===== config.mk =====
export PLATFORM = sky130hd
export DESIGN_NAME = perf_sampler_flat
export DESIGN_NICKNAME = d
export VERILOG_FILES = /design/src/rtl/perf_pkg.sv /design/src/rtl/perf_sampler_if.sv /design/src/rtl/perf_sample_fifo.sv /design/src/rtl/perf_sampler.sv /design/src/flat_wrapper.sv
export SDC_FILE = /design/constraint.sdc
export NUM_CORES = 2
export LEC_CHECK = 0
export BUFFER_PORTS_ARGS = -buffer_cell sky130_fd_sc_hd__buf_2
export CORE_AREA = 5 5 483 485
export CTS_BUF_LIST = sky130_fd_sc_hd__clkbuf_8
export DETAILED_ROUTE_END_ITERATION = 8
export DIE_AREA = 0 0 488 490
export GPL_TIMING_DRIVEN = 0
export HOLD_SLACK_MARGIN = 0.03
export PLACE_DENSITY_LB_ADDON = 0.05
export SLEW_MARGIN = 20
export SYNTH_ARGS = -nofsm -noshare
export SYNTH_HDL_FRONTEND = slang
export SYNTH_SLANG_ARGS = --single-unit

===== constraint.sdc =====
create_clock -name clk -period 56.8 [get_ports clk]
set_clock_uncertainty 0.05 [all_clocks]
set_input_delay 14.2 -clock clk [delete_from_list [all_inputs] [get_ports clk]]
set_output_delay 14.2 -clock clk [all_outputs]
set_load 0.05 [all_outputs]

===== src/rtl/perf_pkg.sv =====
// rtl/perf_pkg.sv - shared sample record layout and sampler state encoding
package perf_pkg;

    localparam int CNT_W    = 32;
    localparam int SAMPLE_W = 96;
    localparam int CYC_LSB  = 0;
    localparam int INS_LSB  = 32;
    localparam int EVT_LSB  = 64;

    typedef enum logic {
        S_IDLE = 1'b0,
        S_RUN  = 1'b1
    } state_e;

endpackage


===== src/rtl/perf_sampler_if.sv =====
// rtl/perf_sampler_if.sv - sample stream towards the trace/debug path
interface perf_sampler_if import perf_pkg::*; ();

    logic                smp_valid;
    logic                smp_ready;
    logic [SAMPLE_W-1:0] smp_data;

    modport master (output smp_valid, output smp_data, input smp_ready);
    modport slave  (input smp_valid, input smp_data, output smp_ready);

endinterface


===== src/rtl/perf_sample_fifo.sv =====
// rtl/perf_sample_fifo.sv - registered synchronous FIFO holding sample records
module perf_sample_fifo #(
    parameter int WIDTH = 96,
    parameter int DEPTH = 8,
    parameter int LVL_W = $clog2(DEPTH) + 1
) (
    input  logic             clk,
    input  logic             reset,
    input  logic             push,
    input  logic [WIDTH-1:0] push_data,
    input  logic             pop,
    output logic [WIDTH-1:0] pop_data,
    output logic             full,
    output logic             empty,
    output logic [LVL_W-1:0] level
);

    localparam int AW = $clog2(DEPTH);

    logic [WIDTH-1:0] mem_q [DEPTH];
    logic [WIDTH-1:0] mem_d [DEPTH];
    logic [AW-1:0]    wr_ptr_q, wr_ptr_d;
    logic [AW-1:0]    rd_ptr_q, rd_ptr_d;
    logic [LVL_W-1:0] level_q, level_d;
    logic             do_push, do_pop;

    // A pop frees a slot for a same-cycle push even when full; empty never pops.
    always_comb begin
        do_pop   = pop && (level_q != '0);
        do_push  = push && ((level_q != LVL_W'(DEPTH)) || do_pop);
        mem_d    = mem_q;
        wr_ptr_d = wr_ptr_q;
        rd_ptr_d = rd_ptr_q;
        level_d  = level_q;
        if (do_push) begin
            mem_d[wr_ptr_q] = push_data;
            wr_ptr_d        = wr_ptr_q + AW'(1);
        end
        if (do_pop) begin
            rd_ptr_d = rd_ptr_q + AW'(1);
        end
        case ({do_push, do_pop})
            2'b10:   level_d = level_q + LVL_W'(1);
            2'b01:   level_d = level_q - LVL_W'(1);
            default: level_d = level_q;
        endcase
    end

    // Storage, pointers and occupancy registers; reset flushes everything.
    always_ff @(posedge clk or posedge reset) begin
        if (reset) begin
            for (int i = 0; i < DEPTH; i++) begin
                mem_q[i] <= '0;
            end
            wr_ptr_q <= '0;
            rd_ptr_q <= '0;
            level_q  <= '0;
        end else begin
            mem_q    <= mem_d;
            wr_ptr_q <= wr_ptr_d;
            rd_ptr_q <= rd_ptr_d;
            level_q  <= level_d;
        end
    end

    assign pop_data = mem_q[rd_ptr_q];
    assign full     = (level_q == LVL_W'(DEPTH));
    assign empty    = (level_q == '0);
    assign level    = level_q;

endmodule


===== src/rtl/perf_sampler.sv =====
// rtl/perf_sampler.sv - periodic delta sampler of cycle/instret/event counters
module perf_sampler import perf_pkg::*; #(
    parameter int NUM_EVENTS = 32,
    parameter int SEL_W      = 5,
    parameter int PERIOD_W   = 16,
    parameter int FIFO_DEPTH = 8,
    parameter int DROP_W     = 16
) (
    input  logic                          clk,
    input  logic                          reset,
    input  logic                          cfg_enable,
    input  logic [PERIOD_W-1:0]           cfg_period,
    input  logic [SEL_W-1:0]              cfg_evt_sel,
    input  logic [CNT_W-1:0]              cycle_count,
    input  logic [CNT_W-1:0]              instret_count,
    input  logic [CNT_W*NUM_EVENTS-1:0]   event_counts_flat,
    perf_sampler_if.master                smp,
    output logic [$clog2(FIFO_DEPTH):0]   fifo_level,
    output logic [DROP_W-1:0]             drop_count,
    output logic                          running
);

    state_e              state_q, state_d;
    logic [SEL_W-1:0]    sel_q, sel_d;
    logic [PERIOD_W-1:0] period_q, period_d;
    logic [PERIOD_W-1:0] period_cnt_q, period_cnt_d;
    logic [CNT_W-1:0]    snap_cyc_q, snap_cyc_d;
    logic [CNT_W-1:0]    snap_ins_q, snap_ins_d;
    logic [CNT_W-1:0]    snap_evt_q, snap_evt_d;
    logic [DROP_W-1:0]   drop_q, drop_d;

    logic [SEL_W-1:0]    evt_sel_src;
    logic [CNT_W-1:0]    evt_cur;
    logic                tick, fifo_pop, fifo_full, fifo_empty, push_ok, drop;
    logic [SAMPLE_W-1:0] record;

    // Baseline uses the live select in IDLE; samples use the latched one in RUN.
    always_comb begin
        evt_sel_src = (state_q == S_IDLE) ? cfg_evt_sel : sel_q;
        evt_cur     = '0;
        for (int i = 0; i < NUM_EVENTS; i++) begin
            if (evt_sel_src == SEL_W'(i)) begin
                evt_cur = event_counts_flat[CNT_W*i +: CNT_W];
            end
        end
    end

    assign tick     = (state_q == S_RUN) && (period_cnt_q == '0);
    assign fifo_pop = smp.smp_valid && smp.smp_ready;
    assign push_ok  = tick && (!fifo_full || fifo_pop);
    assign drop     = tick && fifo_full && !fifo_pop;
    assign record   = {evt_cur - snap_evt_q, instret_count - snap_ins_q, cycle_count - snap_cyc_q};

    // Next state: start/stop, interval countdown, snapshot advance, drop tally.
    always_comb begin
        state_d      = state_q;
        sel_d        = sel_q;
        period_d     = period_q;
        period_cnt_d = period_cnt_q;
        snap_cyc_d   = snap_cyc_q;
        snap_ins_d   = snap_ins_q;
        snap_evt_d   = snap_evt_q;
        drop_d       = drop_q;
        case (state_q)
            S_IDLE: begin
                if (cfg_enable) begin
                    state_d      = S_RUN;
                    sel_d        = cfg_evt_sel;
                    period_d     = cfg_period;
                    period_cnt_d = cfg_period;
                    snap_cyc_d   = cycle_count;
                    snap_ins_d   = instret_count;
                    snap_evt_d   = evt_cur;
                end
            end
            S_RUN: begin
                period_cnt_d = tick ? period_q : period_cnt_q - PERIOD_W'(1);
                // A dropped sample leaves the snapshots alone so its interval merges forward.
                if (push_ok) begin
                    snap_cyc_d = cycle_count;
                    snap_ins_d = instret_count;
                    snap_evt_d = evt_cur;
                end
                if (drop && (drop_q != '1)) begin
                    drop_d = drop_q + DROP_W'(1);
                end
                if (!cfg_enable) begin
                    state_d = S_IDLE;
                end
            end
            default: state_d = S_IDLE;
        endcase
    end

    // State and sampling registers.
    always_ff @(posedge clk or posedge reset) begin
        if (reset) begin
            state_q      <= S_IDLE;
            sel_q        <= '0;
            period_q     <= '0;
            period_cnt_q <= '0;
            snap_cyc_q   <= '0;
            snap_ins_q   <= '0;
            snap_evt_q   <= '0;
            drop_q       <= '0;
        end else begin
            state_q      <= state_d;
            sel_q        <= sel_d;
            period_q     <= period_d;
            period_cnt_q <= period_cnt_d;
            snap_cyc_q   <= snap_cyc_d;
            snap_ins_q   <= snap_ins_d;
            snap_evt_q   <= snap_evt_d;
            drop_q       <= drop_d;
        end
    end

    perf_sample_fifo #(
        .WIDTH (SAMPLE_W),
        .DEPTH (FIFO_DEPTH)
    ) u_fifo (
        .clk       (clk),
        .reset     (reset),
        .push      (tick),
        .push_data (record),
        .pop       (fifo_pop),
        .pop_data  (smp.smp_data),
        .full      (fifo_full),
        .empty     (fifo_empty),
        .level     (fifo_level)
    );

    assign smp.smp_valid = !fifo_empty;
    assign drop_count    = drop_q;
    assign running       = (state_q == S_RUN);

endmodule


===== src/flat_wrapper.sv =====
// flat-port wrapper written by rule: the top's interface ports become plain ports
module perf_sampler_flat import perf_pkg::*;
#(
    parameter int NUM_EVENTS = 32,
    parameter int SEL_W      = 5,
    parameter int PERIOD_W   = 16,
    parameter int FIFO_DEPTH = 8,
    parameter int DROP_W     = 16
)
  (clk, reset, cfg_enable, cfg_period, cfg_evt_sel, cycle_count, instret_count, event_counts_flat, fifo_level, drop_count, running, smp_smp_valid, smp_smp_data, smp_smp_ready);
  perf_sampler_if smp_i ();
  input  logic clk;
  input  logic reset;
  input  logic cfg_enable;
  input  logic [PERIOD_W-1:0] cfg_period;
  input  logic [SEL_W-1:0] cfg_evt_sel;
  input  logic [CNT_W-1:0] cycle_count;
  input  logic [CNT_W-1:0] instret_count;
  input  logic [CNT_W*NUM_EVENTS-1:0] event_counts_flat;
  output logic [$clog2(FIFO_DEPTH):0] fifo_level;
  output logic [DROP_W-1:0] drop_count;
  output logic running;
  output wire logic [$bits(smp_i.smp_valid)-1:0] smp_smp_valid;
  output wire logic [$bits(smp_i.smp_data)-1:0] smp_smp_data;
  input wire logic [$bits(smp_i.smp_ready)-1:0] smp_smp_ready;
  assign smp_smp_valid = smp_i.smp_valid;
  assign smp_smp_data = smp_i.smp_data;
  assign smp_i.smp_ready = smp_smp_ready;
  perf_sampler #(.NUM_EVENTS(NUM_EVENTS), .SEL_W(SEL_W), .PERIOD_W(PERIOD_W), .FIFO_DEPTH(FIFO_DEPTH), .DROP_W(DROP_W)) u_core (.clk(clk), .reset(reset), .cfg_enable(cfg_enable), .cfg_period(cfg_period), .cfg_evt_sel(cfg_evt_sel), .cycle_count(cycle_count), .instret_count(instret_count), .event_counts_flat(event_counts_flat), .smp(smp_i), .fifo_level(fifo_level), .drop_count(drop_count), .running(running));
endmodule

==> flow_summary_export.csv <==
group,metric,value,unit
run_status,status,"finished clean",
setup_path,path_depth,22,
pwr,seq_power_share,31.3,%
setup_path,crit_path_start_kind,"input port",
grt,grt-ovfl-total,0,
logic_synthesis,synth_edf_count,0,
logic_synthesis,synth_adder_area_share,2.65,%
layout,area_delta_synth_final,29.6,%
logic_synthesis,seq_area_frac_synth,46.2,%
grt,first_global_vias,51800,
sta,maxSlewViolCount,0,
layout,n_fill_cell,24900,
clocking,cts_tree,"yes",
logic_synthesis,synth_seq_cells,928,
job,drv_cap,0,
logic_synthesis,synth_top_area_cell,"dfrtp_1",
sta,maxSlewHeadroom,9.62,%
routing,drc,0,
routing,wl_per_cell,39.8,um
floorplan,die_w,488,um
layout,layout.cells.non_filler,9929,
setup_path,arrival,23.06,ns
hold_path,whs_endpoint,"u_core.u_fifo.mem_q[224]$_DFFE_PP0P_",
logic_synthesis,ys_warn_count,0,
setup_path,r2r_setup_slack,47.15,ns
routing,ant_nets,0,
pwr,p_comb_share,37.0,%
hold_path,hp-start,"u_core.u_fifo.mem_q[224]$_DFFE_PP0P_",
setup_path,worstPathCellList,"clkbuf_1 > nand4bb_1 > a22oi_1 > clkbuf_2 > a222oi_1 > o211ai_1 > a221oi_1 > o31ai_1 > o211ai_1 > and2_1 > ha_1 > inv_1 > fa_1 > a21o_1 > a311oi_2 > a2111oi_1 > nor2_1 > o21ai_1 > o41ai_2 > o21ai_1 > o41ai_4 > a41oi_1",
sta,final-hold-violation-count,0,
setup_path,critPathRequiredTime,57.50,ns
sta,post-route-period-util,39.4,%
clocking,clk_pin_slew_worst_paths,0.06,ns
logic_synthesis,ys_top_cells_by_area,"dfrtp_1, o21ai_0, mux4_2",
setup_path,timing.rr.end,"u_core.u_fifo.mem_q[670]$_DFFE_PP0P_",
routing,via_per_inst,5.21,
logic_synthesis,synthSimpleGateAreaFrac,12.8,%
clocking,h-tree-depth,4,
layout,fin_util,28.5,%
sta,finalCriticalPeriod,22.36,ns
routing,first_pass_iters,7,
clocking,cts_num_sinks,928,
logic_synthesis,synthMuxAreaShare,11.9,%
setup_path,worstPathMaxFanout,10,
floorplan,initial_utilization,22.0,%
setup_path,max_stage_delay,1.02,ns
routing,drt_first_iter_violations,5137,
logic_synthesis,synth_xor_area_share,1.99,%
pwr,powerDensity,34.5,nW/um2
routing,routed_wl,395000,um
setup_path,crit_family,"compound AO/OA/AOI/OAI gates",
sta,setup_viol,0,
logic_synthesis,ys.flop_type,"dfrtp_1",
logic_synthesis,synth.distinct_cells,93,
setup_path,reg2reg_from,"u_core.running$_DFF_PP0_",
setup_path,ff2ff_path_depth,23,
placed_design,hpwl,330000,um
grt,grt_pass1_wl,512000,um
grt,grt.total_usage,32.0,%
logic_synthesis,synth_area_per_cell,9.76,um2
logic_synthesis,async_flop_share,100,%
floorplan,num_rows,176,
placed_design,place_area,60900,um2
routing,vias,51800,
clocking,cts_setup_buffers,0,
pwr,switching_power,932,uW
setup_path,path_class,"input port to register",
hold_path,hold_depth,2,
sta,tns,0,ns
logic_synthesis,synth_top_area_share,46.2,%
hold_path,holdCritPathClass,"register to register",
grt,grt_max_degree,93,
sta,fmax,44.7,MHz
clocking,cts-root-buf,"clkbuf_8",
setup_path,endpoint_kind,"register",
pwr,p_sw_share,41.5,%
placed_design,portBuffers,1229,
clocking,clk_path_buf_depth,3,
logic_synthesis,syn_area,50200,um2
layout,nets,7810,
placed_design,dp.cells,9433,
sta,rsz0062_at_grt,"no",
pwr,leakage,0.0296,uW
grt,grt_antenna_before_repair,242,
sta,tightestPinTransition,1.36,ns
setup_path,crit_buf_inv,3,
logic_synthesis,synth-compound-area-share,20.6,%
pwr,clkPwrFrac,31.7,%
logic_synthesis,syn_nets,6367,
logic_synthesis,syn_inst,5150,
floorplan,core_area,229000,um2
clocking,cts_buffers,182,
clocking,ctsResizeCount,0,
floorplan,io_pins,1231,
layout,layout-drive-gt1-share,29.7,%
layout,stdcell_area,65100,um2
pwr,ir_drop,0.0190,mV
floorplan,die_area,239000,um2
logic_synthesis,synth_top_family_by_area,"compound AO/OA/AOI/OAI gates",
clocking,clkLatencyLatePin,0.92,ns
placed_design,place_congestion,1.05,
clocking,holdBufCountCts,0,
setup_path,critPathSlowestCell,"a221oi_1",
pwr,internal-power,1320,uW
floorplan,dieHeight,490,um
worst max path at each step:
stage                               from  slack [ns]                                    to
after floorplan                    reset       16.46      u_core.drop_count[0]$_DFFE_PP0P_
after global placement             reset        1.24     u_core.snap_ins_q[19]$_DFFE_PP0P_
after detailed placement  cfg_evt_sel[2]       33.50  u_core.u_fifo.mem_q[670]$_DFFE_PP0P_
after CTS                 cfg_evt_sel[2]       34.56  u_core.u_fifo.mem_q[670]$_DFFE_PP0P_
after global routing      cfg_evt_sel[2]       34.44  u_core.u_fifo.mem_q[670]$_DFFE_PP0P_
final                     cfg_evt_sel[2]       34.44  u_core.u_fifo.mem_q[670]$_DFFE_PP0P_
area by class of cell:
class	instances	area (um2)	share of cell area [%]
Sequential cell	928	23200	35.7
Multi-Input combinational cell	3717	25100	38.6
Clock inverter	88	434	0.667
Inverter	142	541	0.830
Timing Repair Buffer	1259	6780	10.4
Clock buffer	244	3360	5.16
Tap cell	3026	3790	5.81
Antenna cell	162	405	0.622
Buffer	363	1490	2.29
flip-flops by register name (all words and copies together), names as in the netlist:
register,cells
u_core.drop_count,16
u_core.period_cnt_q,16
u_core.period_q,16
u_core.running,1
u_core.sel_q,5
u_core.snap_cyc_q,32
u_core.snap_evt_q,32
u_core.snap_ins_q,32
u_core.u_fifo.level,4
u_core.u_fifo.mem_q,768
u_core.u_fifo.rd_ptr_q,3
u_core.u_fifo.wr_ptr_q,3
Yosys cell counts, types with 10 or more instances:
| library cell | number |
|---|---|
| mux2i_1 | 17 |
| nor2_1 | 140 |
| and2_1 | 11 |
| nand3_1 | 82 |
| buf_1 | 23 |
| xor2_1 | 55 |
| xnor2_1 | 51 |
| a21o_1 | 35 |
| buf_2 | 47 |
| dfrtp_1 | 928 |
| ha_1 | 100 |
| a221oi_1 | 20 |
| o211ai_1 | 18 |
| a222oi_1 | 31 |
| a22oi_1 | 358 |
| o21ai_0 | 866 |
| nand2b_1 | 20 |
| or3_1 | 10 |
| mux2_2 | 130 |
| nor2b_1 | 13 |
| o21a_1 | 19 |
| nand4_1 | 66 |
| mux4_2 | 192 |
| a221o_1 | 14 |
| a22o_1 | 29 |
| o21ai_1 | 50 |
| clkbuf_1 | 291 |
| nor4_1 | 11 |
| and4_1 | 30 |
| inv_1 | 141 |
| nor3_1 | 59 |
| nand2_1 | 983 |
| a21oi_1 | 148 |
stage by stage:
step | setup WS [ns] | power, uW | hold slack (ns)
final | 34.44 | 2250 | 0.422
after floorplan | 16.46 | 1170 | 0.383
after CTS | 34.56 | 2270 | 0.424
after global placement | 1.24 | 1540 | 0.401
after global routing | 34.44 | 2350 | 0.442
after detailed placement | 33.50 | 1540 | 0.410
kinds of logic after synthesis:
family          count (synthesis)
fa+ha+maj                     104
simple gates                 1476
buf+inv                       505
flops                         928
mux                           339
xor+xnor                      110
compound gates               1688
worst min-delay path, cell delays in order, from the launching register on:
cell and delay, ns:
dfrtp_1 0.34, nand2_1 0.04, o21ai_0 0.06
power by group through the flow:
stage	combinational, uW	sequential, uW	clock [uW]
finish	831	704	713
global route	886	706	762
CTS	833	703	736
detailed placement	830	715	0
global placement	826	717	0
floorplan	450	717	0
placed cells by master (no fill, tap or decap), types with 13 or more instances in the layout:
cell type / n
nand2b_1: 20
a222oi_1: 31
nand4_1: 66
a21oi_1: 148
ha_1: 100
a221o_1: 14
clkbuf_2: 39
clkbuf_1: 257
nand2_1: 983
nor3_1: 59
a21o_1: 35
o211ai_1: 18
buf_2: 1286
and4_1: 30
xnor2_1: 51
xor2_1: 55
clkinv_2: 17
a22o_1: 29
nor2_1: 136
diode_2: 162
mux2i_1: 17
dfrtp_1: 928
inv_1: 199
o21ai_0: 866
buf_16: 16
mux2_2: 130
nand3_1: 82
clkbuf_8: 244
o21a_1: 19
a22oi_1: 355
mux4_2: 192
o21ai_1: 49
nor2b_1: 13
a221oi_1: 20
routing by layer:
layer	wire (um)	global-route usage, %	up-vias
met5	435	0	-
met4	25600	17.0	68
met3	25000	6.52	753
met2	180000	51.0	2470
met1	164000	40.9	26500
li1	-	-	21900
No activity file was read; power rests on OpenSTA's default activity.
